==> src/rtl/hazard_ctrl_pkg.sv <==
// Shared types and defaults for the pipeline hazard controller.
package hazard_ctrl_pkg;

    typedef enum logic [1:0] {
        S_IDLE     = 2'd0,
        S_MDU_BUSY = 2'd1,
        S_EXC_WAIT = 2'd2
    } state_e;

    typedef enum logic [1:0] {
        FWD_RF = 2'b00,
        FWD_W  = 2'b01,
        FWD_M  = 2'b10
    } fwd_e;

    typedef struct packed {
        logic f;
        logic d;
        logic e;
        logic m;
        logic w;
    } stage_t;

    localparam logic [31:0] EXC_VEC_DEFAULT  = 32'hBFC00380;
    localparam logic [31:0] ERET_EXC_DEFAULT = 32'h0000000E;

    // A latency of L needs to hold values L-1 down to 0.
    function automatic int cnt_width(input int lat);
        return (lat > 1) ? $clog2(lat) : 1;
    endfunction

endpackage

==> src/rtl/hazard_ctrl_if.sv <==
// Datapath <-> hazard controller signal bundle.
interface hazard_ctrl_if #(
    parameter int RW = 5,
    parameter int AW = 32
);
    logic [RW-1:0] rsD, rtD;
    logic          branchD, jrD;
    logic [RW-1:0] rsE, rtE, writeregE;
    logic          regwriteE, memtoregE, mdu_startE;
    logic [RW-1:0] writeregM;
    logic          regwriteM, memtoregM;
    logic [AW-1:0] excepttypeM, epcM;
    logic [RW-1:0] writeregW;
    logic          regwriteW;
    logic          i_stall, d_stall;

    logic          stallF, stallD, stallE, stallM, stallW;
    logic          flushF, flushD, flushE, flushM, flushW;
    logic          forwardaD, forwardbD;
    logic [1:0]    forwardaE, forwardbE;
    logic [AW-1:0] newpc;
    logic          pc_redirect;
    logic          mdu_busy;

    modport master (
        output rsD, rtD, branchD, jrD, rsE, rtE, writeregE, regwriteE, memtoregE,
               mdu_startE, writeregM, regwriteM, memtoregM, excepttypeM, epcM,
               writeregW, regwriteW, i_stall, d_stall,
        input  stallF, stallD, stallE, stallM, stallW,
               flushF, flushD, flushE, flushM, flushW,
               forwardaD, forwardbD, forwardaE, forwardbE,
               newpc, pc_redirect, mdu_busy
    );

    modport slave (
        input  rsD, rtD, branchD, jrD, rsE, rtE, writeregE, regwriteE, memtoregE,
               mdu_startE, writeregM, regwriteM, memtoregM, excepttypeM, epcM,
               writeregW, regwriteW, i_stall, d_stall,
        output stallF, stallD, stallE, stallM, stallW,
               flushF, flushD, flushE, flushM, flushW,
               forwardaD, forwardbD, forwardaE, forwardbE,
               newpc, pc_redirect, mdu_busy
    );
endinterface

==> src/rtl/hazard_ctrl_mdu_timer.sv <==
// MDU occupancy down-counter: busy for LAT cycles starting with the start cycle.
module hazard_ctrl_mdu_timer
    import hazard_ctrl_pkg::*;
#(
    parameter int LAT = 32
) (
    input  logic clk,
    input  logic rst,
    input  logic i_start,
    input  logic i_abort,
    output logic o_busy,
    output logic o_done
);
    localparam int CW = cnt_width(LAT);

    logic [CW-1:0] r_cnt;
    logic          r_run;

    always_ff @(posedge clk or posedge rst) begin
        if (rst) begin
            r_cnt <= '0;
            r_run <= 1'b0;
        end else if (i_abort) begin
            r_cnt <= '0;
            r_run <= 1'b0;
        end else if (i_start) begin
            r_cnt <= CW'(LAT - 1);
            r_run <= 1'b1;
        end else if (r_run) begin
            if (r_cnt != '0) r_cnt <= r_cnt - CW'(1);
            else             r_run <= 1'b0;
        end
    end

    // The count==0 cycle lets the held op leave E, so it is not busy.
    assign o_busy = r_run && (r_cnt != '0);
    assign o_done = r_run && (r_cnt == '0);
endmodule

==> src/rtl/hazard_ctrl.sv <==
// Forwarding, load-use/branch stalls, MDU hold and exception redirect
// control for the 5-stage MIPS pipeline.
module hazard_ctrl
    import hazard_ctrl_pkg::*;
#(
    parameter int            RW       = 5,
    parameter int            AW       = 32,
    parameter int            MDU_LAT  = 32,
    parameter logic [AW-1:0] EXC_VEC  = AW'(EXC_VEC_DEFAULT),
    parameter logic [AW-1:0] ERET_EXC = AW'(ERET_EXC_DEFAULT)
) (
    input  logic         clk,
    input  logic         rst,
    hazard_ctrl_if.slave hz
);
    state_e        r_state;
    logic [AW-1:0] r_exc_code, r_exc_epc, r_newpc;

    logic [RW-1:0] w_src_d [2];
    logic [RW-1:0] w_src_e [2];
    logic [1:0]    w_fwd_e [2];
    logic [1:0]    w_fwd_d, w_hit_e, w_hit_m;
    logic          w_lwstall, w_brstall;
    logic          w_exc_new, w_exc_take, w_exc_defer, w_issue;
    logic          w_tmr_busy, w_tmr_done, w_busy;
    logic [AW-1:0] w_code, w_epc, w_target;
    stage_t        w_stall, w_flush;

    assign w_src_d[0] = hz.rsD;
    assign w_src_d[1] = hz.rtD;
    assign w_src_e[0] = hz.rsE;
    assign w_src_e[1] = hz.rtE;

    for (genvar gi = 0; gi < 2; gi++) begin : g_src
        assign w_fwd_e[gi] =
            (w_src_e[gi] != '0 && hz.regwriteM && w_src_e[gi] == hz.writeregM) ? FWD_M :
            (w_src_e[gi] != '0 && hz.regwriteW && w_src_e[gi] == hz.writeregW) ? FWD_W :
                                                                                 FWD_RF;
        assign w_fwd_d[gi] = (w_src_d[gi] != '0) && hz.regwriteM && (w_src_d[gi] == hz.writeregM);
        assign w_hit_e[gi] = (hz.writeregE != '0) && (w_src_d[gi] == hz.writeregE);
        assign w_hit_m[gi] = (hz.writeregM != '0) && (w_src_d[gi] == hz.writeregM);
    end

    assign w_lwstall = hz.memtoregE && (|w_hit_e);
    assign w_brstall = (hz.branchD || hz.jrD) &&
                       ((hz.regwriteE && (|w_hit_e)) || (hz.memtoregM && (|w_hit_m)));

    // Once parked in EXC_WAIT, new M-stage exception inputs are ignored.
    assign w_exc_new   = (r_state != S_EXC_WAIT) && (hz.excepttypeM != '0);
    assign w_exc_take  = !rst && !hz.d_stall && (w_exc_new || r_state == S_EXC_WAIT);
    assign w_exc_defer = hz.d_stall && w_exc_new;
    assign w_issue     = (MDU_LAT > 0) && (r_state == S_IDLE) && hz.mdu_startE &&
                         !hz.d_stall && !w_exc_new;

    assign w_code   = (r_state == S_EXC_WAIT) ? r_exc_code : hz.excepttypeM;
    assign w_epc    = (r_state == S_EXC_WAIT) ? r_exc_epc  : hz.epcM;
    assign w_target = (w_code == ERET_EXC) ? w_epc : EXC_VEC;

    hazard_ctrl_mdu_timer #(.LAT(MDU_LAT)) u_mdu_timer (
        .clk    (clk),
        .rst    (rst),
        .i_start(w_issue),
        .i_abort(w_exc_take || w_exc_defer),
        .o_busy (w_tmr_busy),
        .o_done (w_tmr_done)
    );

    assign w_busy = w_issue || w_tmr_busy;

    always_ff @(posedge clk or posedge rst) begin
        if (rst) begin
            r_state    <= S_IDLE;
            r_exc_code <= '0;
            r_exc_epc  <= '0;
            r_newpc    <= '0;
        end else if (w_exc_take) begin
            r_state    <= S_IDLE;
            r_exc_code <= '0;
            r_exc_epc  <= '0;
            r_newpc    <= w_target;
        end else if (w_exc_defer) begin
            r_state    <= S_EXC_WAIT;
            r_exc_code <= hz.excepttypeM;
            r_exc_epc  <= hz.epcM;
        end else begin
            case (r_state)
                S_IDLE:     if (w_issue)    r_state <= S_MDU_BUSY;
                S_MDU_BUSY: if (w_tmr_done) r_state <= S_IDLE;
                default:                    r_state <= r_state;
            endcase
        end
    end

    always_comb begin
        w_stall = '0;
        w_flush = '0;
        if (rst) begin
            w_stall = '0;
        end else if (w_exc_take) begin
            w_flush = '1;
        end else if (r_state == S_EXC_WAIT) begin
            w_stall = '1;
        end else begin
            w_stall.w = hz.d_stall;
            w_stall.m = hz.d_stall;
            w_stall.e = hz.d_stall || w_busy;
            w_stall.d = w_stall.e || hz.i_stall || w_lwstall || w_brstall;
            w_stall.f = w_stall.d;
            w_flush.e = (w_lwstall || w_brstall || hz.i_stall) && !w_stall.e;
            w_flush.m = w_busy && !hz.d_stall;
        end
    end

    assign hz.stallF      = w_stall.f;
    assign hz.stallD      = w_stall.d;
    assign hz.stallE      = w_stall.e;
    assign hz.stallM      = w_stall.m;
    assign hz.stallW      = w_stall.w;
    assign hz.flushF      = w_flush.f;
    assign hz.flushD      = w_flush.d;
    assign hz.flushE      = w_flush.e;
    assign hz.flushM      = w_flush.m;
    assign hz.flushW      = w_flush.w;
    assign hz.forwardaE   = w_fwd_e[0];
    assign hz.forwardbE   = w_fwd_e[1];
    assign hz.forwardaD   = w_fwd_d[0];
    assign hz.forwardbD   = w_fwd_d[1];
    assign hz.pc_redirect = w_exc_take;
    assign hz.newpc       = w_exc_take ? w_target : r_newpc;
    assign hz.mdu_busy    = !rst && !w_exc_take && w_busy;
endmodule

==> src/flat_wrapper.sv <==
// flat-port wrapper written by rule: the top's interface ports become plain ports
module hazard_ctrl_flat import hazard_ctrl_pkg::*;
#(
    parameter int            RW       = 5,
    parameter int            AW       = 32,
    parameter int            MDU_LAT  = 32,
    parameter logic [AW-1:0] EXC_VEC  = AW'(EXC_VEC_DEFAULT),
    parameter logic [AW-1:0] ERET_EXC = AW'(ERET_EXC_DEFAULT)
)
  (clk, rst, hz_rsD, hz_rtD, hz_branchD, hz_jrD, hz_rsE, hz_rtE, hz_writeregE, hz_regwriteE, hz_memtoregE, hz_mdu_startE, hz_writeregM, hz_regwriteM, hz_memtoregM, hz_excepttypeM, hz_epcM, hz_writeregW, hz_regwriteW, hz_i_stall, hz_d_stall, hz_stallF, hz_stallD, hz_stallE, hz_stallM, hz_stallW, hz_flushF, hz_flushD, hz_flushE, hz_flushM, hz_flushW, hz_forwardaD, hz_forwardbD, hz_forwardaE, hz_forwardbE, hz_newpc, hz_pc_redirect, hz_mdu_busy);
  hazard_ctrl_if #(.RW(RW), .AW(AW)) hz_i ();
  input  logic clk;
  input  logic rst;
  input wire logic [$bits(hz_i.rsD)-1:0] hz_rsD;
  input wire logic [$bits(hz_i.rtD)-1:0] hz_rtD;
  input wire logic [$bits(hz_i.branchD)-1:0] hz_branchD;
  input wire logic [$bits(hz_i.jrD)-1:0] hz_jrD;
  input wire logic [$bits(hz_i.rsE)-1:0] hz_rsE;
  input wire logic [$bits(hz_i.rtE)-1:0] hz_rtE;
  input wire logic [$bits(hz_i.writeregE)-1:0] hz_writeregE;
  input wire logic [$bits(hz_i.regwriteE)-1:0] hz_regwriteE;
  input wire logic [$bits(hz_i.memtoregE)-1:0] hz_memtoregE;
  input wire logic [$bits(hz_i.mdu_startE)-1:0] hz_mdu_startE;
  input wire logic [$bits(hz_i.writeregM)-1:0] hz_writeregM;
  input wire logic [$bits(hz_i.regwriteM)-1:0] hz_regwriteM;
  input wire logic [$bits(hz_i.memtoregM)-1:0] hz_memtoregM;
  input wire logic [$bits(hz_i.excepttypeM)-1:0] hz_excepttypeM;
  input wire logic [$bits(hz_i.epcM)-1:0] hz_epcM;
  input wire logic [$bits(hz_i.writeregW)-1:0] hz_writeregW;
  input wire logic [$bits(hz_i.regwriteW)-1:0] hz_regwriteW;
  input wire logic [$bits(hz_i.i_stall)-1:0] hz_i_stall;
  input wire logic [$bits(hz_i.d_stall)-1:0] hz_d_stall;
  output wire logic [$bits(hz_i.stallF)-1:0] hz_stallF;
  output wire logic [$bits(hz_i.stallD)-1:0] hz_stallD;
  output wire logic [$bits(hz_i.stallE)-1:0] hz_stallE;
  output wire logic [$bits(hz_i.stallM)-1:0] hz_stallM;
  output wire logic [$bits(hz_i.stallW)-1:0] hz_stallW;
  output wire logic [$bits(hz_i.flushF)-1:0] hz_flushF;
  output wire logic [$bits(hz_i.flushD)-1:0] hz_flushD;
  output wire logic [$bits(hz_i.flushE)-1:0] hz_flushE;
  output wire logic [$bits(hz_i.flushM)-1:0] hz_flushM;
  output wire logic [$bits(hz_i.flushW)-1:0] hz_flushW;
  output wire logic [$bits(hz_i.forwardaD)-1:0] hz_forwardaD;
  output wire logic [$bits(hz_i.forwardbD)-1:0] hz_forwardbD;
  output wire logic [$bits(hz_i.forwardaE)-1:0] hz_forwardaE;
  output wire logic [$bits(hz_i.forwardbE)-1:0] hz_forwardbE;
  output wire logic [$bits(hz_i.newpc)-1:0] hz_newpc;
  output wire logic [$bits(hz_i.pc_redirect)-1:0] hz_pc_redirect;
  output wire logic [$bits(hz_i.mdu_busy)-1:0] hz_mdu_busy;
  assign hz_i.rsD = hz_rsD;
  assign hz_i.rtD = hz_rtD;
  assign hz_i.branchD = hz_branchD;
  assign hz_i.jrD = hz_jrD;
  assign hz_i.rsE = hz_rsE;
  assign hz_i.rtE = hz_rtE;
  assign hz_i.writeregE = hz_writeregE;
  assign hz_i.regwriteE = hz_regwriteE;
  assign hz_i.memtoregE = hz_memtoregE;
  assign hz_i.mdu_startE = hz_mdu_startE;
  assign hz_i.writeregM = hz_writeregM;
  assign hz_i.regwriteM = hz_regwriteM;
  assign hz_i.memtoregM = hz_memtoregM;
  assign hz_i.excepttypeM = hz_excepttypeM;
  assign hz_i.epcM = hz_epcM;
  assign hz_i.writeregW = hz_writeregW;
  assign hz_i.regwriteW = hz_regwriteW;
  assign hz_i.i_stall = hz_i_stall;
  assign hz_i.d_stall = hz_d_stall;
  assign hz_stallF = hz_i.stallF;
  assign hz_stallD = hz_i.stallD;
  assign hz_stallE = hz_i.stallE;
  assign hz_stallM = hz_i.stallM;
  assign hz_stallW = hz_i.stallW;
  assign hz_flushF = hz_i.flushF;
  assign hz_flushD = hz_i.flushD;
  assign hz_flushE = hz_i.flushE;
  assign hz_flushM = hz_i.flushM;
  assign hz_flushW = hz_i.flushW;
  assign hz_forwardaD = hz_i.forwardaD;
  assign hz_forwardbD = hz_i.forwardbD;
  assign hz_forwardaE = hz_i.forwardaE;
  assign hz_forwardbE = hz_i.forwardbE;
  assign hz_newpc = hz_i.newpc;
  assign hz_pc_redirect = hz_i.pc_redirect;
  assign hz_mdu_busy = hz_i.mdu_busy;
  hazard_ctrl #(.RW(RW), .AW(AW), .MDU_LAT(MDU_LAT), .EXC_VEC(EXC_VEC), .ERET_EXC(ERET_EXC)) u_core (.clk(clk), .rst(rst), .hz(hz_i));
endmodule
==> config.mk <==
export PLATFORM = sky130hd
export DESIGN_NAME = hazard_ctrl_flat
export DESIGN_NICKNAME = d
export VERILOG_FILES = /design/src/rtl/hazard_ctrl_pkg.sv /design/src/rtl/hazard_ctrl_if.sv /design/src/rtl/hazard_ctrl_mdu_timer.sv /design/src/rtl/hazard_ctrl.sv /design/src/flat_wrapper.sv
export SDC_FILE = /design/constraint.sdc
export NUM_CORES = 1
export LEC_CHECK = 0
export CAP_MARGIN = 0
export CORE_MARGIN = 2
export CORE_UTILIZATION = 30
export DETAILED_ROUTE_END_ITERATION = 7
export GPL_ROUTABILITY_DRIVEN = 0
export SETUP_SLACK_MARGIN = 0.05
export SLEW_MARGIN = 15
export SYNTH_ARGS = -nofsm -noshare
export SYNTH_HDL_FRONTEND = slang
export SYNTH_SLANG_ARGS = --single-unit
==> constraint.sdc <==
create_clock -name clk -period 8.95 [get_ports clk]
set_input_delay 2.685 -clock clk [delete_from_list [all_inputs] [get_ports clk]]
set_output_delay 2.685 -clock clk [all_outputs]
set_load 0.1 [all_outputs]
# --- Word-level counts from Yosys, hierarchy flattened ---
# Cells that the tools add are included.
classes:
  add_sub_neg: 1
  mul: 0
  div_mod_pow: 0
  order_cmp: 0
  n_eq_ne: 14
  shift: 0
  n_mux: 33
  bitwise: 0
  n_reduce_logical: 67
ops:
  columns: ["cell", "count"]
  rows:
  - ["$mux 32", 8]
  - ["$eq 5x5->1", 8]
  - ["$mux 5", 8]
  - ["$reduce_bool 5->1", 7]
  - ["$logic_and 1x1->1", 33]
  - ["$eq 32x4->1 const B", 1]
  - ["$reduce_bool 32->1", 1]
  - ["$mux 2", 9]
  - ["$logic_or 1x1->1", 11]
  - ["$mux 1", 7]
  - ["$reduce_bool 3->1", 2]
  - ["$logic_not 1->1", 5]
  - ["$logic_not 5->1", 1]
  - ["$sub 5x1->5 const B", 1]
  - ["$ne 4x1->1 const B", 1]
  - ["$ne 4x2->1 const B", 1]
  - ["$pmux 2 s2", 1]
  - ["$reduce_bool 4->1", 1]
  - ["$reduce_or 2->1", 2]
  - ["$reduce_and 3->1", 1]
  - ["$eq 2x1->1 const B", 1]
  - ["$eq 2x2->1 const B", 1]
  - ["$logic_not 2->1", 1]
  - ["$ne 2x2->1 const B", 1]
  - ["other kinds (2)", 2]
totals:
  regBits: 104
  latchBits: 0
  ramBits: 0
  romBits: 0
  inputBits: 111
  output_inout_bits: 50
  wordCells: 121
  n_memories: 0

# --- Logic depth before layout (Yosys ltp) ---
depth:
  depth_word: 12
  ltp_mapped: 9
  mapped_depth_nobuf: 7

# --- Cells and area by module ---
# A second synthesis with hierarchy kept.
unflattened:
  cells_unflattened: 579
  hier_area_um2: 5335.1
modules_own_cells:
  columns: ["module", "n_inst", "cells_per_inst", "area_per_inst_um2"]
  rows:
  - ["hazard_ctrl", 1, 545, 5004.8]
  - ["hazard_ctrl_mdu_timer", 1, 34, 330.3]

# --- Worst setup path after synthesis ---
# No wires, ideal clock.
synth_path:
  kind: "input-to-output"
  start: "input port hz_writeregM[0]"
  end: "output port hz_forwardaE[0]"
  arrival_time_ns: 8.017
  required_ns: 6.265
  setup_slack_ns: -1.752
  cell_stages: 5
  path_buffers: 1
  path_cell_list: "clkbuf_1 -> xnor2_1 -> nand4_1 -> nor4_1 -> nor4_1"
synth_via:
  elab_chain_cells: 3
synth_rtl:
  columns: ["item", "line_no", "text"]
  rows:
  - ["start: declaration", "flat_wrapper.sv:24", "input wire logic [$bits(hz_i.writeregM)-1:0] hz_writeregM;"]
  - ["$eq 5x5->1", "hazard_ctrl.sv:36", "(w_src_e[gi] != '0 && hz.regwriteM && w_src_e[gi] == hz.writeregM) ? FWD_M :"]
  - ["$logic_and 1x1->1", "hazard_ctrl.sv:36", null]
  - ["$mux 2", "hazard_ctrl.sv:36", null]
  - ["end: declaration", "flat_wrapper.sv:45", "output wire logic [$bits(hz_i.forwardaE)-1:0] hz_forwardaE;"]
# Every way passes these cells.

# --- Final worst setup path ---
layout_path:
  start: "input port hz_excepttypeM[9]"
  end: "output port hz_newpc[4]"
layout_via:
  elab_chain_cells: 5
layout_rtl:
  columns: ["item", "line_no", "text"]
  rows:
  - ["start: declaration", "flat_wrapper.sv:27", "input wire logic [$bits(hz_i.excepttypeM)-1:0] hz_excepttypeM;"]
  - ["branches (longest 4 deep; another with $mux 32)", null, null]
  - ["$mux 32 *", null, null]
  - ["end: declaration", "flat_wrapper.sv:47", "output wire logic [$bits(hz_i.newpc)-1:0] hz_newpc;"]
# Mark *: on every way between the ends.

==> results.md <==
- Run status: finished, final reports clean
- Leakage: 3.28 nW
- Final antenna-violating net count: 0
- Worst hold stages: 2
- I/O pins: 161
- Max cap viols: 0
- P&R area growth vs syn: 40.4%
- Area of the multi-input gates: 0.00255 mm^2
- Comb pwr share: 24.9%
- Syn_area_per_cell: 9.02 um^2
- CTS tree: yes
- Clock Tree Buf Depth: 2
- Routed WL: 15100 um
- Worst-Margin Slew: 1.09 ns
- Non-filler cells, final: 953
- DIE AREA: 0.0188 mm^2
- Most frequent cells in the layout: nand2_1, clkdlybuf4s50_1, dfrtp_1, nand3_1, buf_4
- Drt wl/cell: 15.9 um
- Commonest non-fill, non-tap cell in the layout: nand2_1
- Number of flops mapped to enable cells by yosys: 0
- Synthesized instance count: 590
- Setup TNS: 0 ns
- CORE AREA: 0.0173 mm^2
- Antenna diodes: 0
- CP startpoint kind: input port
- Mapped cell area: 0.00532 mm^2
- Reg area: 0.00260 mm^2
- Vias in the first global route: 4782
- Final period util: 92.8%
- Synth Register Bits: 104
- Register area share after synthesis: 48.9%
- Crit path time final: 8.31 ns
- Crit Path Max Fanout: 20
- CP Data Required Time: 6.27 ns
- Via/cell ratio: 4.98
- Hold Crit Class: flip-flop to flip-flop
- Int Pwr: 0.866 mW
- Starting Density: 30.8%
- Fmax: 120 MHz
- NetSw: 0.403 mW
- Post-cts repair resize count: 0
- Gr usage total: 16.3%
- Share of layout cells above drive strength 1: 11.3%
- Total CTS buffers: 9
- Grt ovf: 0
- Synth warn: 0
- Fillcell total: 1670
- Placed cells: 937
- Worst Setup End Kind: primary output
- Clk pin slew, worst setup/hold paths: 0.07 ns
- Syn nets: 703
- Clock Skew: 0.00945 ns
- Drt initial violations: 218
- H-tree depth: 3
- Synth unique cells: 39
- Max VDD drop: 104 uV
- Setup Crit Path Kind: input port to primary output
- Predominant post-synthesis flop cell: dfrtp_1
- Final setup violation count: 0
- PD cells: 170 mW/mm^2
- Max-slew headroom at the worst pin: 26.9%
- Hold buffer count at CTS: 0
- Root Buffer: clkbuf_16
- Final slew viol count: 0
- DP Wirelength: 11000 um
- Clock power share: 30.9%
- Share of power burned in registers: 44.3%
- Fin nets: 836
- Pin count of the biggest net entering global routing: 70
- Vias: 4743
- I/O Buffers: 160
- Postcts setup bufs: 0
- Net Sw Frac: 31.8%
- Die Wd: 137 um
- Row Count: 48
- Vert. Die Dim: 137 um
- RSZ-0062 raised after global routing: false
- Reg2reg path depth: 7
- DRT Pass-1 Iters: 4
- Synth async-reset ratio: 100%
- DRC viols: 0
- Global-route wire length before repair: 24100 um
- Worst-Skew Late Latency: 0.35 ns
- Arrival time at the worst endpoint: 5.62 ns
- Final hold viol count: 0
- Antenna violations before repair: 0
- CTS sink cnt: 104
## worst max-delay path, cell delays in order
cell             delay, ns
clkdlybuf4s50_1       0.42
nor4_1                0.47
nand4_1               0.23
nor2_1                0.41
a31oi_2               0.51
o31ai_1               0.52
buf_4                 0.36
## registers in the layout, summed over array words and instances, names as in the netlist
| signal | cells |
|---|---|
| u_core.r_exc_code | 32 |
| u_core.r_exc_epc | 32 |
| u_core.r_newpc | 32 |
| u_core.u_mdu_timer.r_cnt | 5 |
| u_core.r_state | 2 |
| u_core.u_mdu_timer.r_run | 1 |
## synth_stat cells (3+ instances only)
library cell  instances  area, um^2
a21oi_1              33         165
a31oi_1              13        81.3
buf_2                14        70.1
buf_4                 9        67.6
clkbuf_1             16        60.1
dfrtp_1             104        2600
inv_1                 4        15.0
mux2i_1              32         320
nand2_1             156         586
nand2b_1              3        18.8
nand3_1              49         245
nand4_1               8        50.1
nor2_1               24        90.1
nor3_1                8        40.0
nor4_1               18         113
o21ai_0               6        30.0
o31ai_1              20         150
or4_1                 6        45.0
xnor2_1              26         228
xor2_1               18         158
## worst paths after layout
kind,startpoint,endpoint,slack [ns]
max,hz_excepttypeM[9],hz_newpc[4],0.64
min,u_core.r_newpc[17],u_core.r_newpc[17],0.48
max reg2reg,u_core.r_state[1],u_core.r_exc_epc[0],6.14
min reg2reg,u_core.r_newpc[17],u_core.r_newpc[17],0.48
max in group asynchronous,rst,u_core.r_newpc[5],4.73
min in group asynchronous,rst,u_core.r_exc_code[1],3.06
## per-layer routing
layer	up-vias	wire [um]	GRT usage, %
li1	2303	-	-
met4	0	357	6.36
met1	2292	6550	21.0
met2	120	7590	27.4
met5	-	0	0
met3	28	640	2.80
## final cells by class
| cell class | count | area share, % |
|---|---|---|
| flip-flops and latches | 104 | 34.8 |
| multi-input cells | 438 | 34.2 |
| repair buffers | 165 | 22.9 |
| well taps | 225 | 3.77 |
| clock buffers | 10 | 3.20 |
| clock inverters | 6 | 0.854 |
| inverters | 5 | 0.301 |
## logic make-up (layout without fill, tap and decap cells)
| kind of cell | after synthesis | count (layout) | synth area share [%] |
|---|---|---|---|
| compound gates | 77 | 77 | 8.74 |
| simple gates | 283 | 283 | 24.0 |
| xor+xnor | 44 | 44 | 7.24 |
| mux | 32 | 32 | 6.02 |
| fa+ha+maj | 2 | 2 | 0.470 |
| flops | 104 | 104 | 48.9 |
| buf+inv | 48 | 186 | 4.63 |
## metrics by stage
stage	power [mW]	setup slack, ns	utilization (%)	hold slack (ns)	cell area (um^2)
2_1_floorplan	0.776	0.329	-	0.465	5370
3_3_place_gp	0.880	0.751	41.4	0.464	7160
3_5_place_dp	0.890	0.705	41.4	0.466	7160
4_1_cts	1.29	0.695	43.2	0.485	7470
5_1_grt	1.34	0.439	43.2	0.497	7470
6_report	1.27	0.642	43.2	0.479	7470
## power groups by stage
stage / clock network, mW / logic (mW) / registers [mW]
global placement: 0 / 0.312 / 0.568
finish: 0.392 / 0.316 / 0.562
global route: 0.424 / 0.348 / 0.570
floorplan: 0 / 0.215 / 0.562
CTS: 0.407 / 0.319 / 0.561
detailed placement: 0 / 0.318 / 0.571
Power figures use the tool's default switching activity.
